## src/rtl/usb_utmi_pkg.sv

```systemverilog
// Shared UTMI types and default 60 MHz line-state monitor timing.
package usb_utmi_pkg;

    typedef enum logic [1:0] {
        UTMI_LS_SE0 = 2'b00,
        UTMI_LS_DJ  = 2'b01,
        UTMI_LS_DK  = 2'b10,
        UTMI_LS_SE1 = 2'b11
    } utmi_line_state_t;

    typedef enum logic [1:0] {
        UTMI_OP_NORMAL         = 2'b00,
        UTMI_OP_NON_DRIVING    = 2'b01,
        UTMI_OP_DIS_STUFF_NRZI = 2'b10,
        UTMI_OP_RESERVED       = 2'b11
    } utmi_op_mode_t;

    typedef enum logic [1:0] {
        ST_ACTIVE  = 2'b00,
        ST_RESET   = 2'b01,
        ST_SUSPEND = 2'b10,
        ST_RESUME  = 2'b11
    } usb_ls_mon_state_t;

    // 60 MHz defaults: 2.5 us of SE0 for bus reset, 3 ms of idle J for suspend.
    localparam int unsigned USB_LS_FILT_CYC_DEF    = 2;
    localparam int unsigned USB_LS_RESET_CYC_60M   = 150;
    localparam int unsigned USB_LS_SUSPEND_CYC_60M = 180000;

endpackage

```

## src/rtl/usb_utmi_ls_filter.sv

```systemverilog
// LineState debounce: the raw value must be seen FILT_CYC times in a row
// (after one input register) before it is forwarded to ls_filt.
module usb_utmi_ls_filter
    import usb_utmi_pkg::*;
#(
    parameter int unsigned FILT_CYC = USB_LS_FILT_CYC_DEF  // 1..15
) (
    input  logic       clk,
    input  logic       rst,
    input  logic [1:0] line_state,
    output logic [1:0] ls_filt
);

    localparam int unsigned STAB_W = 4;

    logic [1:0]        raw_q, raw_d;
    logic [STAB_W-1:0] stab_q, stab_d;
    logic [1:0]        ls_filt_q, ls_filt_d;

    // Count consecutive identical samples; forward the sample once stable.
    always_comb begin
        raw_d     = line_state;
        stab_d    = stab_q;
        ls_filt_d = ls_filt_q;
        if (line_state != raw_q) begin
            stab_d = STAB_W'(1);
        end else if (stab_q < STAB_W'(FILT_CYC)) begin
            stab_d = stab_q + STAB_W'(1);
        end
        if (stab_q >= STAB_W'(FILT_CYC)) begin
            ls_filt_d = raw_q;
        end
    end

    // Filter state registers.
    always_ff @(posedge clk or posedge rst) begin
        if (rst) begin
            raw_q     <= 2'(UTMI_LS_DJ);
            stab_q    <= '0;
            ls_filt_q <= 2'(UTMI_LS_DJ);
        end else begin
            raw_q     <= raw_d;
            stab_q    <= stab_d;
            ls_filt_q <= ls_filt_d;
        end
    end

    assign ls_filt = ls_filt_q;

endmodule

```

## src/rtl/usb_utmi_linestate_mon.sv

```systemverilog
// UTMI line-state monitor: debounced LineState, bus reset / suspend / resume
// detection. Optional sticky SE1 error flag under macro USB_LS_SE1_ERR_EN.
module usb_utmi_linestate_mon
    import usb_utmi_pkg::*;
#(
    parameter int unsigned FILT_CYC    = USB_LS_FILT_CYC_DEF,
    parameter int unsigned RESET_CYC   = USB_LS_RESET_CYC_60M,
    parameter int unsigned SUSPEND_CYC = USB_LS_SUSPEND_CYC_60M,
    parameter int unsigned CNT_W       = $clog2(SUSPEND_CYC + 1)
) (
    input  logic       clk,
    input  logic       rst,
    input  logic [1:0] line_state,
    input  logic       tx_active,
    input  logic       rx_active,
    output logic [1:0] ls_filt,
    output logic [1:0] mon_state,
    output logic       bus_reset,
    output logic       bus_reset_start,
    output logic       suspend,
    output logic       resume
`ifdef USB_LS_SE1_ERR_EN
    ,
    output logic       se1_err
`endif
);

    localparam logic [CNT_W-1:0] CNT_MAX   = '1;
    localparam logic [CNT_W-1:0] RESET_THR = CNT_W'(RESET_CYC - 1);
    localparam logic [CNT_W-1:0] SUSP_THR  = CNT_W'(SUSPEND_CYC - 1);

    utmi_line_state_t  ls_f;
    utmi_line_state_t  ls_last_q, ls_last_d;
    logic [CNT_W-1:0]  cnt_q, cnt_d;
    usb_ls_mon_state_t state_q, state_d;
    logic              bus_reset_q, bus_reset_d;
    logic              bus_reset_start_q, bus_reset_start_d;
    logic              suspend_q, suspend_d;
    logic              resume_q, resume_d;
    logic              reset_hit, susp_hit;

    usb_utmi_ls_filter #(
        .FILT_CYC (FILT_CYC)
    ) u_filter (
        .clk        (clk),
        .rst        (rst),
        .line_state (line_state),
        .ls_filt    (ls_filt)
    );

    assign ls_f = utmi_line_state_t'(ls_filt);

    // Saturating event counter: cleared by line changes or our own transmit.
    always_comb begin
        ls_last_d = ls_f;
        cnt_d     = cnt_q;
        if ((ls_f != ls_last_q) || tx_active) begin
            cnt_d = '0;
        end else if ((ls_f == UTMI_LS_SE0) || ((ls_f == UTMI_LS_DJ) && !rx_active)) begin
            if (cnt_q != CNT_MAX) begin
                cnt_d = cnt_q + CNT_W'(1);
            end
        end
    end

    // Suspend also requires the bus to be quiet at the moment of detection.
    assign reset_hit = (ls_f == UTMI_LS_SE0) && (cnt_q == RESET_THR);
    assign susp_hit  = (ls_f == UTMI_LS_DJ) && (cnt_q == SUSP_THR) && !rx_active && !tx_active;

    // Next-state and registered-output logic; SE1 never moves the FSM.
    always_comb begin
        state_d = state_q;
        case (state_q)
            ST_ACTIVE: begin
                if (reset_hit) begin
                    state_d = ST_RESET;
                end else if (susp_hit) begin
                    state_d = ST_SUSPEND;
                end
            end
            ST_RESET: begin
                if ((ls_f == UTMI_LS_DJ) || (ls_f == UTMI_LS_DK)) begin
                    state_d = ST_ACTIVE;
                end
            end
            ST_SUSPEND: begin
                if (tx_active) begin
                    state_d = ST_ACTIVE;
                end else if (ls_f == UTMI_LS_DK) begin
                    state_d = ST_RESUME;
                end else if (reset_hit) begin
                    state_d = ST_RESET;
                end
            end
            ST_RESUME: begin
                if ((ls_f == UTMI_LS_SE0) || (ls_f == UTMI_LS_DJ)) begin
                    state_d = ST_ACTIVE;
                end
            end
            default: state_d = ST_ACTIVE;
        endcase

        bus_reset_d       = (state_d == ST_RESET);
        bus_reset_start_d = (state_d == ST_RESET) && (state_q != ST_RESET);
        suspend_d         = (state_d == ST_SUSPEND);
        resume_d          = (state_q == ST_SUSPEND) && (state_d == ST_RESUME);
    end

    // Monitor state registers.
    always_ff @(posedge clk or posedge rst) begin
        if (rst) begin
            ls_last_q         <= UTMI_LS_DJ;
            cnt_q             <= '0;
            state_q           <= ST_ACTIVE;
            bus_reset_q       <= 1'b0;
            bus_reset_start_q <= 1'b0;
            suspend_q         <= 1'b0;
            resume_q          <= 1'b0;
        end else begin
            ls_last_q         <= ls_last_d;
            cnt_q             <= cnt_d;
            state_q           <= state_d;
            bus_reset_q       <= bus_reset_d;
            bus_reset_start_q <= bus_reset_start_d;
            suspend_q         <= suspend_d;
            resume_q          <= resume_d;
        end
    end

    assign mon_state       = 2'(state_q);
    assign bus_reset       = bus_reset_q;
    assign bus_reset_start = bus_reset_start_q;
    assign suspend         = suspend_q;
    assign resume          = resume_q;

`ifdef USB_LS_SE1_ERR_EN
    logic se1_err_q, se1_err_d;

    // Sticky SE1 flag, cleared on bus reset entry.
    always_comb begin
        se1_err_d = se1_err_q || (ls_f == UTMI_LS_SE1);
        if ((state_d == ST_RESET) && (state_q != ST_RESET)) begin
            se1_err_d = 1'b0;
        end
    end

    // SE1 flag register.
    always_ff @(posedge clk or posedge rst) begin
        if (rst) begin
            se1_err_q <= 1'b0;
        end else begin
            se1_err_q <= se1_err_d;
        end
    end

    assign se1_err = se1_err_q;
`endif

endmodule
```

## config.mk

```make
export PLATFORM = sky130hd
export DESIGN_NAME = usb_utmi_linestate_mon
export DESIGN_NICKNAME = d
export VERILOG_FILES = /design/src/rtl/usb_utmi_pkg.sv /design/src/rtl/usb_utmi_ls_filter.sv /design/src/rtl/usb_utmi_linestate_mon.sv
export SDC_FILE = /design/constraint.sdc
export NUM_CORES = 1
export LEC_CHECK = 0
export ABC_AREA = 1
export BUFFER_PORTS_ARGS = -buffer_cell sky130_fd_sc_hd__buf_2
export CORE_UTILIZATION = 40
export DETAILED_ROUTE_END_ITERATION = 8
export PLACE_DENSITY = 0.65
export SYNTH_ARGS = -nofsm -noshare
export SYNTH_HDL_FRONTEND = slang
export SYNTH_SLANG_ARGS = --single-unit
```

## constraint.sdc

```tcl
create_clock -name clk -period 1.64 [get_ports clk]
set_input_delay 0.164 -clock clk [delete_from_list [all_inputs] [get_ports clk]]
set_output_delay 0.164 -clock clk [all_outputs]
set_load 0.01 [all_outputs]
```

==> results.sh, run 1 <==
export IMPL_fin_crit_ns=1.61
export IMPL_final_common_cell="nand2_1"
export IMPL_avgRoutedWirePerCell_um=12.1
export IMPL_rsz0062_at_grt="yes"
export IMPL_clk_path_buf_depth=2
export IMPL_fin_crit_sh=0.984
export IMPL_grt_pass1_wl_um=7450
export IMPL_slowest_stage="dfrtp_1"
export IMPL_routed_wl_um=4640
export IMPL_clock_power_share=0.228
export IMPL_synth_top_flop_cell="dfrtp_1"
export IMPL_path_clk_slew_ns=0.07
export IMPL_antennaDiodeCount=0
export IMPL_crit_path_max_incr_delay_ns=0.40
export IMPL_dr_pass1_iters=4
export IMPL_grt_pass1_vias=1594
export IMPL_htree_levels=2
export IMPL_drv_slew=0
export IMPL_clockRootBuffer="clkbuf_8"
export IMPL_status="finished clean"
export IMPL_num_vias=1808
export IMPL_setup_violations=0
export IMPL_synth_async_reset_ratio=1.00
export IMPL_sw_frac_of_total=0.378
export IMPL_cp_top_family="flip-flops"
export IMPL_grt_max_degree=35
export IMPL_path_buf_inv=2
export IMPL_syn_area_per_cell_um2=7.44
export IMPL_hp_class="input port to flip-flop"
export IMPL_final_cell_mix="nand2_1, nor2_1, inv_1"
export IMPL_synth_edff_count=0
export IMPL_ant_nets=0
export IMPL_vias_per_cell=4.72
export IMPL_worst_ir_drop_vdd_mv=0.455
export IMPL_gp_congestion=0.915
export IMPL_area_growth_pct=22.4
export IMPL_cts_tree="done"
export IMPL_power_net_switching_mw=1.06
export IMPL_startpoint_type="flip-flop"
export IMPL_hold_slack_ns=0.209
export IMPL_grt_usage=0.185
export IMPL_yosys_register_bits=34
export IMPL_numCtsBuffers=5
export IMPL_syn_nets=289
export IMPL_die_w_um=73.6
export IMPL_power_frac_comb=0.405
export IMPL_p_seq_frac=0.366
export IMPL_ios=14
export IMPL_critical_path_required_ns=1.86
export IMPL_fmax_ghz=0.620
export IMPL_dr_first_iter_drc_count=152
export IMPL_clock_sinks=34
export IMPL_rows=25
export IMPL_yosys_warnings=0
export IMPL_netlist_cell_type_count=29
export IMPL_cp_end_kind="flip-flop"
export IMPL_power_density_nw_per_um2=1120
export IMPL_hpwl_um=3280
export IMPL_max_cap_viol_count=0
export IMPL_die_y_um=73.6
export IMPL_synth_area_um2=2050
export IMPL_syn_inst=276
export IMPL_crit_arrival_ns=1.83
export IMPL_die_area_um2=5420
export IMPL_core_um2=4820
export IMPL_drc_errors=0
export IMPL_antenna_found_initial=0
export IMPL_crit_chain="ha_2 -> nand3_2 -> inv_2 -> nand2_4 -> nor2_4 -> a21oi_4 -> nor2_8 -> inv_4 -> nand2_1 -> o21ai_2"
export IMPL_start_util=0.426
export IMPL_power_leakage_nw=1.23
export IMPL_cellInternalPower_mw=1.74
export IMPL_worstMarginPinSlew_ns=0.431
export IMPL_numPortBuffers=13
export IMPL_maxSlewHeadroom=0.713
export IMPL_fin_skew_ns=0.00534
export IMPL_overflow=0
export IMPL_crit_fanout=14
export IMPL_timing_final_hold_violations=0
export IMPL_drive_above_1_share=0.256
export IMPL_critPathKind="flip-flop to flip-flop"
export IMPL_yosysSeqAreaShare=0.416
export IMPL_fin_nets=328
export IMPL_clk_insertion_delay_late_ns=0.28
export IMPL_finalPower_mw=2.81
[path summary, 6_finish.rpt]
check	startpoint	to	slack, ns	cells past startpoint
hold reg to reg	u_filter.raw_q[1]	u_filter.ls_filt[1]	0.49	2
setup reg to reg	cnt_q[1]	cnt_q[14]	0.03	10
hold / removal	tx_active	resume	0.21	4
setup / recovery	cnt_q[1]	cnt_q[14]	0.03	10
min in group asynchronous	rst	cnt_q[1]	0.50	4
max in group asynchronous	rst	u_filter.ls_filt[0]	0.79	4
[layer usage]
| metal | track usage | routed length, um |
|---|---|---|
| met1 | 0.259 | 2270 |
| met2 | 0.279 | 2200 |
| met3 | 0.0370 | 110 |
| met4 | 0.0705 | 57 |
| met5 | 0 | 0 |
[tightest hold or removal path, cell delays in order]
cell and delay (ns):
buf_2 0.10, nor2_1 0.04, nand2_1 0.10, inv_1 0.05
[synth_stat cells (4+ instances only)]
library cell,count,share of area
nor3_1,5,0.012
nand3_1,21,0.051
ha_1,7,0.043
xnor2_1,4,0.017
xor2_1,5,0.021
dfrtp_1,31,0.38
nand2_1,70,0.13
o21ai_2,6,0.026
a21oi_1,5,0.012
nand4_1,7,0.021
nor2_1,44,0.080
inv_1,36,0.066
o21ai_0,9,0.022
[layout make-up]
cell class	instances	area, um^2
Fill cell	465	2300
Multi-Input combinational cell	199	1090
Sequential cell	34	857
Timing Repair Buffer	35	239
Inverter	40	153
Clock buffer	7	86.3
Tap cell	67	83.8
Clock inverter	1	5.00
[flip-flops by register name, indices dropped and copies added, names as in the netlist]
signal and cells:
bus_reset_start 1, suspend 1, u_filter.ls_filt 2, u_filter.stab_q 4
u_filter.raw_q 2, resume 1, ls_last_q 2, cnt_q 18
mon_state 2, bus_reset 1
[cells by family after synthesis]
family | count (synthesis) | synth area share
simple gates | 160 | 0.345
buf+inv | 43 | 0.0841
flops | 34 | 0.416
compound gates | 23 | 0.0737
xor+xnor | 9 | 0.0384
fa+ha+maj | 7 | 0.0427
[power by group through the flow]
| stage | Clock (mW) | Sequential [mW] | Combinational, mW |
|---|---|---|---|
| floorplan | 0 | 1.09 | 0.603 |
| global placement | 0 | 1.04 | 0.962 |
| detailed placement | 0 | 1.05 | 0.982 |
| CTS | 0.670 | 1.03 | 1.03 |
| global route | 0.695 | 1.04 | 1.25 |
| finish | 0.641 | 1.03 | 1.14 |
[timing repair]
item,CTS,global route
hold buffers,3,0
endpoints found under the setup margin,1,16
resized for setup,0,19
pin swaps,2,4
setup buffers,2,4
hold endpoints to repair,33,0
cloned,0,1
[metrics by stage]
step / instances / cell area [um^2] / TNS [ns] / worst slack [ns] / utilization
global placement: 365 / 2290 / 0 / 0.0541 / 0.475
detailed placement: 365 / 2290 / 0 / 0.0136 / 0.475
global route: 383 / 2510 / -0.651 / -0.0696 / 0.522
finish: 383 / 2510 / 0 / 0.0263 / 0.522
floorplan: 276 / 2070 / 0 / 0.0152 / -
CTS: 378 / 2420 / 0 / 0.0137 / 0.503
Power figures use the tool's default switching activity.
==> run 2, diff against run 1 <==
--- a/config.mk
+++ b/config.mk
@@ -7,9 +7,9 @@
 export LEC_CHECK = 0
 export ABC_AREA = 1
 export BUFFER_PORTS_ARGS = -buffer_cell sky130_fd_sc_hd__buf_2
-export CORE_UTILIZATION = 40
+export CORE_UTILIZATION = 54
 export DETAILED_ROUTE_END_ITERATION = 8
-export PLACE_DENSITY = 0.65
+export PLACE_DENSITY = 0.81
 export SYNTH_ARGS = -nofsm -noshare
 export SYNTH_HDL_FRONTEND = slang
 export SYNTH_SLANG_ARGS = --single-unit
==> constraint.sdc (replaced) <==
create_clock -name clk -period 1.45 [get_ports clk]
set_input_delay 0.145 -clock clk [delete_from_list [all_inputs] [get_ports clk]]
set_output_delay 0.145 -clock clk [all_outputs]
set_load 0.01 [all_outputs]
==> run 2 against run 1 <==
Sequential power is 16% higher. Critical endpoint is now cnt_q[9]. Routed wire length is 29% higher. The flow now finishes with violations (negative setup slack). Combinational power is 46% higher. Final cell count is 0.78% higher. Worst setup slack worse by 0.18 ns. Global-route usage is 11 points higher. Core utilization is 23 points higher. Design area is 10% higher. Register-to-register slack worse by 0.18 ns.
==> results.sh, run 2 (synthesis results as in run 1) <==
export IMPL_regMostFlops="cnt_q"
export IMPL_area_growth_pct=34.9
export IMPL_core_um2=3660
export IMPL_power_frac_comb=0.461
export IMPL_avgRoutedWirePerCell_um=15.5
export IMPL_top_usage_layer="met2"
export IMPL_antennaDiodeCount=0
export IMPL_clk_path_buf_depth=2
export IMPL_worstRegToRegCells=8
export IMPL_num_vias=2174
export IMPL_clockRootBuffer="clkbuf_8"
export IMPL_ant_nets=0
export IMPL_numCtsBuffers=5
export IMPL_rows=22
export IMPL_crit_chain="nand2_1 -> nor2_1 -> nand2_1 -> nor2_1 -> xnor2_1 -> nor2_1 -> nand2_1 -> nand2_1"
export IMPL_die_area_um2=4050
export IMPL_die_y_um=63.7
export IMPL_timing_final_hold_violations=0
export IMPL_setup_violations=23
export IMPL_drv_slew=0
export IMPL_gr_usage_met1=0.345
export IMPL_fin_nets=350
export IMPL_hold_slack_ns=0.349
export IMPL_violations="negative setup slack"
export IMPL_cp_top_family="simple AND/OR/NAND/NOR gates"
export IMPL_fin_crit_sh=1.11
export IMPL_fin_crit_ns=1.61
export IMPL_drc_errors=0
export IMPL_use_met2=0.479
export IMPL_worstMarginPinSlew_ns=0.439
export IMPL_overflow=0
export IMPL_crit_fanout=6
export IMPL_worstSetupStartpoint="cnt_q[6]"
export IMPL_drive_above_1_share=0.358
export IMPL_cp_end_kind="flip-flop"
export IMPL_reg2reg_from="cnt_q[6]"
export IMPL_crit_path_max_incr_delay_ns=0.47
export IMPL_clock_sinks=34
export IMPL_power_net_switching_mw=1.40
export IMPL_cp_common_cell="nand2_1"
export IMPL_die_w_um=63.7
export IMPL_r2r_slack_ns=-0.16
export IMPL_cts_tree="done"
export IMPL_dr_first_iter_drc_count=220
export IMPL_worst_ir_drop_vdd_mv=1.02
export IMPL_top_regs="cnt_q: 18 flops, u_filter.stab_q: 4 flops"
export IMPL_grt_pass1_vias=1952
export IMPL_preCtsSetupSlack_ns=-0.124
export IMPL_final_cell_mix="nand2_1, nor2_1, buf_4"
export IMPL_antenna_found_initial=0
export IMPL_vias_per_cell=5.63
export IMPL_power_leakage_nw=1.38
export IMPL_start_util=0.561
export IMPL_hp_class="input port to flip-flop"
export IMPL_clk_insertion_delay_late_ns=0.30
export IMPL_path_clk_slew_ns=0.07
export IMPL_numPortBuffers=13
export IMPL_largest_register_ffs=18
export IMPL_path_buf_inv=0
export IMPL_critPathKind="flip-flop to flip-flop"
export IMPL_grt_pass1_wl_um=8900
export IMPL_power_density_nw_per_um2=1300
export IMPL_grt_max_degree=35
export IMPL_htree_levels=2
export IMPL_sw_frac_of_total=0.390
export IMPL_crit_arrival_ns=1.79
export IMPL_p_seq_frac=0.332
export IMPL_grt_usage=0.291
export IMPL_met3_usage=0.0616
export IMPL_status="finished with violations"
export IMPL_clock_power_share=0.207
export IMPL_gp_congestion=0.911
export IMPL_fin_skew_ns=0.00710
export IMPL_cp_depth=8
export IMPL_setup_worst_path_end="cnt_q[9]"
export IMPL_maxSlewHeadroom=0.708
export IMPL_rsz0062_at_grt="yes"
export IMPL_critical_path_required_ns=1.64
export IMPL_routed_wl_um=5980
export IMPL_r2r_end="cnt_q[9]"
export IMPL_fmax_ghz=0.623
export IMPL_dr_pass1_iters=5
export IMPL_max_cap_viol_count=0
export IMPL_cellInternalPower_mw=2.19
export IMPL_final_common_cell="nand2_1"
export IMPL_ios=14
export IMPL_slowest_stage="dfrtp_1"
export IMPL_hpwl_um=3420
export IMPL_fin_ws_ns=-0.156
export IMPL_startpoint_type="flip-flop"
run 2: cell types whose count changed in the layout (fill, tap and decap cells not counted), sizes merged:
cell | before | now
clkbuf | 7 | 6
buf | 32 | 54
clkinvlp | 0 | 1
run 2: worst min-delay path by stage:
stage,start,to,slack [ns],cells past startpoint
final,tx_active,mon_state[1],0.35,6
after global routing,tx_active,mon_state[1],0.36,6
after CTS,tx_active,mon_state[1],0.32,6
after detailed placement,rst,ls_last_q[1],0.26,3
after global placement,rst,ls_last_q[1],0.26,3
after floorplan,line_state[0],u_filter.raw_q[0],0.15,0
run 2: routing by layer:
layer | wire [um] | up-vias | share of wire
met5 | 0 | - | 0
met4 | 327 | 0 | 0.055
met3 | 407 | 41 | 0.068
met2 | 2860 | 125 | 0.48
met1 | 2390 | 1024 | 0.40
li1 | - | 984 | -
run 2: worst min-delay path, cell delays in order:
cell     delay, ns
buf_2         0.11
inv_1         0.07
nand2_1       0.07
nand2_1       0.06
nand2_2       0.08
nand2_4       0.06
run 2: what timing repair did:
| item | 4_1_cts | 5_1_grt |
|---|---|---|
| setup endpoints to repair | 23 | 24 |
| endpoints found under the hold margin | 33 | 0 |
| hold buffers | 3 | 0 |
| pin swaps | 12 | 9 |
| gates resized for setup | 22 | 22 |
| setup buffers | 2 | 5 |
run 2: through the flow:
stage          utilization  TNS, ns  power [mW]  cells  area, um^2
2_1_floorplan            -    -2.21        1.91    276        2070
3_3_place_gp         0.670   -0.843        2.44    368        2450
3_5_place_dp         0.670    -1.56        2.48    368        2450
4_1_cts              0.725   -0.877        3.40    381        2650
5_1_grt              0.757    -3.93        3.76    386        2770
6_report             0.757    -2.16        3.60    386        2770
run 2: layout make-up:
cell class / count / area [um^2]
clock inverter: 2 / 12.5
clock buffer: 6 / 82.6
fill: 242 / 891
sequential: 34 / 856
tap: 48 / 60.1
inverter: 40 / 160
timing repair buffer: 57 / 439
multi-input combinational: 199 / 1160
run 2: power groups by stage:
stage          Clock [mW]  Combinational, mW  Sequential, mW
6_report            0.746               1.66            1.19
3_3_place_gp            0               1.27            1.17
4_1_cts             0.758               1.46            1.18
5_1_grt             0.771               1.78            1.21
2_1_floorplan           0              0.683            1.23
3_5_place_dp            0               1.30            1.18
==> run 3, diff against run 2 <==
--- a/config.mk
+++ b/config.mk
@@ -5,9 +5,8 @@
 export SDC_FILE = /design/constraint.sdc
 export NUM_CORES = 1
 export LEC_CHECK = 0
-export ABC_AREA = 1
 export BUFFER_PORTS_ARGS = -buffer_cell sky130_fd_sc_hd__buf_2
-export CORE_UTILIZATION = 54
+export CORE_UTILIZATION = 53
 export DETAILED_ROUTE_END_ITERATION = 8
 export PLACE_DENSITY = 0.81
 export SYNTH_ARGS = -nofsm -noshare
==> run 3 against run 2 <==
The run still ends with negative setup slack left. Fmax shrank 21%. Sequential cell count is the same. First-iteration DRC count grew 42%. Register-to-register slack lost 0.44 ns. Via count shrank 4.8%. Hold slack lost 0.14 ns. Critical path type unchanged. Largest power group unchanged. Highest routed layer unchanged.
==> results.sh, run 3 <==
export IMPL_violations="negative setup slack"
export IMPL_grt_pass1_vias=1954
export IMPL_synth_area_mux_share=0.0185
export IMPL_synth_compound_area_frac=0.101
export IMPL_hp_class="input port to flip-flop"
export IMPL_synth_xor_area_share=0.0894
export IMPL_die_w_um=59.7
export IMPL_cellInternalPower_mw=2.28
export IMPL_power_net_switching_mw=1.25
export IMPL_ant_nets=0
export IMPL_clk_path_buf_depth=2
export IMPL_worstMarginPinSlew_ns=0.484
export IMPL_overflow=0
export IMPL_synth_simple_area_share=0.226
export IMPL_hpwl_um=3280
export IMPL_power_frac_comb=0.423
export IMPL_finish_utilization=0.943
export IMPL_die_y_um=59.7
export IMPL_worst_ir_drop_vdd_mv=1.08
export IMPL_synth_common_cells="dfrtp_1, nor2_1, xnor2_1, inv_1"
export IMPL_drive_above_1_share=0.543
export IMPL_rsz0062_at_grt="yes"
export IMPL_drv_slew=0
export IMPL_max_cap_viol_count=0
export IMPL_p_seq_frac=0.319
export IMPL_vias_per_cell=6.70
export IMPL_path_clk_slew_ns=0.13
export IMPL_status="finished with violations"
export IMPL_syn_nets=189
export IMPL_num_vias=2070
export IMPL_ios=14
export IMPL_wl_met3_um=817
export IMPL_power_density_nw_per_um2=1210
export IMPL_synth_top_flop_cell="dfrtp_1"
export IMPL_clock_sinks=34
export IMPL_placed_cells=275
export IMPL_startpoint_type="flip-flop"
export IMPL_final_area_um2=2930
export IMPL_syn_inst=176
export IMPL_maxSlewHeadroom=0.677
export IMPL_wl_met1_um=2600
export IMPL_core_um2=3100
export IMPL_gp_congestion=0.897
export IMPL_crit_arrival_ns=2.29
export IMPL_setup_tns_ns=-10.30
export IMPL_clock_power_share=0.258
export IMPL_setup_violations=25
export IMPL_fin_ws_ns=-0.592
export IMPL_timing_final_hold_violations=0
export IMPL_yosysSeqAreaShare=0.485
export IMPL_start_util=0.568
export IMPL_routed_top_layer="met4"
export IMPL_synth_area_um2=1760
export IMPL_yosys_register_bits=34
export IMPL_die_area_um2=3560
export IMPL_preCtsSetupSlack_ns=-0.394
export IMPL_grt_max_degree=35
export IMPL_dpl_cell_area_um2=2270
export IMPL_clockRootBuffer="clkbuf_4"
export IMPL_numCtsBuffers=5
export IMPL_hold_slack_ns=0.210
export IMPL_drc_errors=0
export IMPL_synth_edff_count=0
export IMPL_fin_crit_sh=1.41
export IMPL_area_growth_pct=65.9
export IMPL_final_common_cell="buf_4"
export IMPL_fin_cells=309
export IMPL_route_met2_wl_um=3660
export IMPL_fin_nets=277
export IMPL_num_fill_cells=92
export IMPL_antennaDiodeCount=0
export IMPL_yosys_warnings=0
export IMPL_critical_path_required_ns=1.69
export IMPL_critPathKind="flip-flop to flip-flop"
export IMPL_synth_top_cell_area_share=0.440
export IMPL_finalPower_mw=3.54
export IMPL_synth_largest_area_cell="dfrtp_1"
export IMPL_synthAdderAreaFrac=0.0497
export IMPL_post_synth_top_count_cell="dfrtp_1"
export IMPL_power_leakage_nw=1.25
export IMPL_crit_fanout=6
export IMPL_clk_insertion_delay_late_ns=0.36
export IMPL_dr_pass1_iters=5
export IMPL_largest_register_ffs=18
export IMPL_avgRoutedWirePerCell_um=25.5
export IMPL_synth_async_reset_ratio=1.00
export IMPL_rows=20
export IMPL_grt_usage=0.378
export IMPL_synth_top_family_by_area="simple AND/OR/NAND/NOR gates"
export IMPL_fin_skew_ns=0.0195
export IMPL_htree_levels=2
export IMPL_syn_area_per_cell_um2=10.0
export IMPL_yosys_top_cells_area="dfrtp_1, xnor2_1, ha_1"
export IMPL_regMostFlops="cnt_q"
export IMPL_dr_first_iter_drc_count=313
export IMPL_netlist_cell_type_count=35
export IMPL_fmax_ghz=0.490
export IMPL_grt_pass1_wl_um=9470
export IMPL_numPortBuffers=13
export IMPL_sw_frac_of_total=0.354
export IMPL_top_regs="cnt_q: 18 flops, u_filter.stab_q: 4 flops"
export IMPL_final_cell_mix="buf_4, dfrtp_1, nor2_1"
export IMPL_fin_crit_ns=2.04
export IMPL_cts_tree="done"
export IMPL_routed_wl_um=7880
export IMPL_cp_end_kind="flip-flop"
export IMPL_antenna_found_initial=0
==> run 3: per-layer routing <==
metal,vias to the layer above,global-route usage
li1,801,-
met1,976,0.398
met2,205,0.617
met3,88,0.115
met4,0,0.309
met5,-,0
==> run 3: worst paths after layout <==
kind	start	to	slack, ns	depth (start not counted)
min reg2reg	u_filter.raw_q[1]	u_filter.ls_filt[1]	0.57	1
min	tx_active	resume	0.21	3
max in group asynchronous	rst	cnt_q[11]	0.70	4
min in group asynchronous	rst	cnt_q[4]	0.40	4
max reg2reg	u_filter.ls_filt[0]	cnt_q[6]	-0.59	9
max	u_filter.ls_filt[0]	cnt_q[6]	-0.59	9
==> run 3: layout make-up <==
cell class,count,area [um^2],area share
multi-input combinational,128,1190,0.407
sequential,34,858,0.293
timing repair buffer,84,671,0.229
clock inverter,3,68.8,0.0235
tap,44,55.1,0.0188
inverter,11,43.8,0.0150
clock buffer,5,37.5,0.0128
==> run 3: cell families after synthesis <==
group	after synthesis
and+or+nand+nor	73
DFF	34
AOI/OAI and AO/OA	27
xor gates and xnor gates	18
buffers and inverters	14
adders and majority gates	7
muxes	3
==> run 3: power groups by stage <==
stage | combinational, mW | clock, mW | sequential, mW
2_1_floorplan | 0.417 | 0 | 1.18
3_3_place_gp | 0.777 | 0 | 1.13
3_5_place_dp | 0.832 | 0 | 1.14
4_1_cts | 1.14 | 0.892 | 1.11
5_1_grt | 1.53 | 0.941 | 1.13
6_report | 1.50 | 0.913 | 1.13
==> run 3: critical path, cell delays in order, from the launching register on <==
cell and delay (ns):
dfstp_2 0.57, ha_2 0.17, and2b_2 0.19, buf_4 0.12, buf_6 0.08, buf_6 0.10, nor2_4 0.07, a2111oi_4 0.36
xnor2_1 0.19, nor2_1 0.09
==> run 3: what timing repair did <==
| action | CTS | global route |
|---|---|---|
| buffers inserted | 9 | 16 |
| pin swaps | 18 | 22 |
| endpoints found under the hold margin | 33 | 0 |
| hold buffers | 3 | 0 |
| gates resized for setup | 37 | 27 |
| setup endpoints to repair | 24 | 25 |
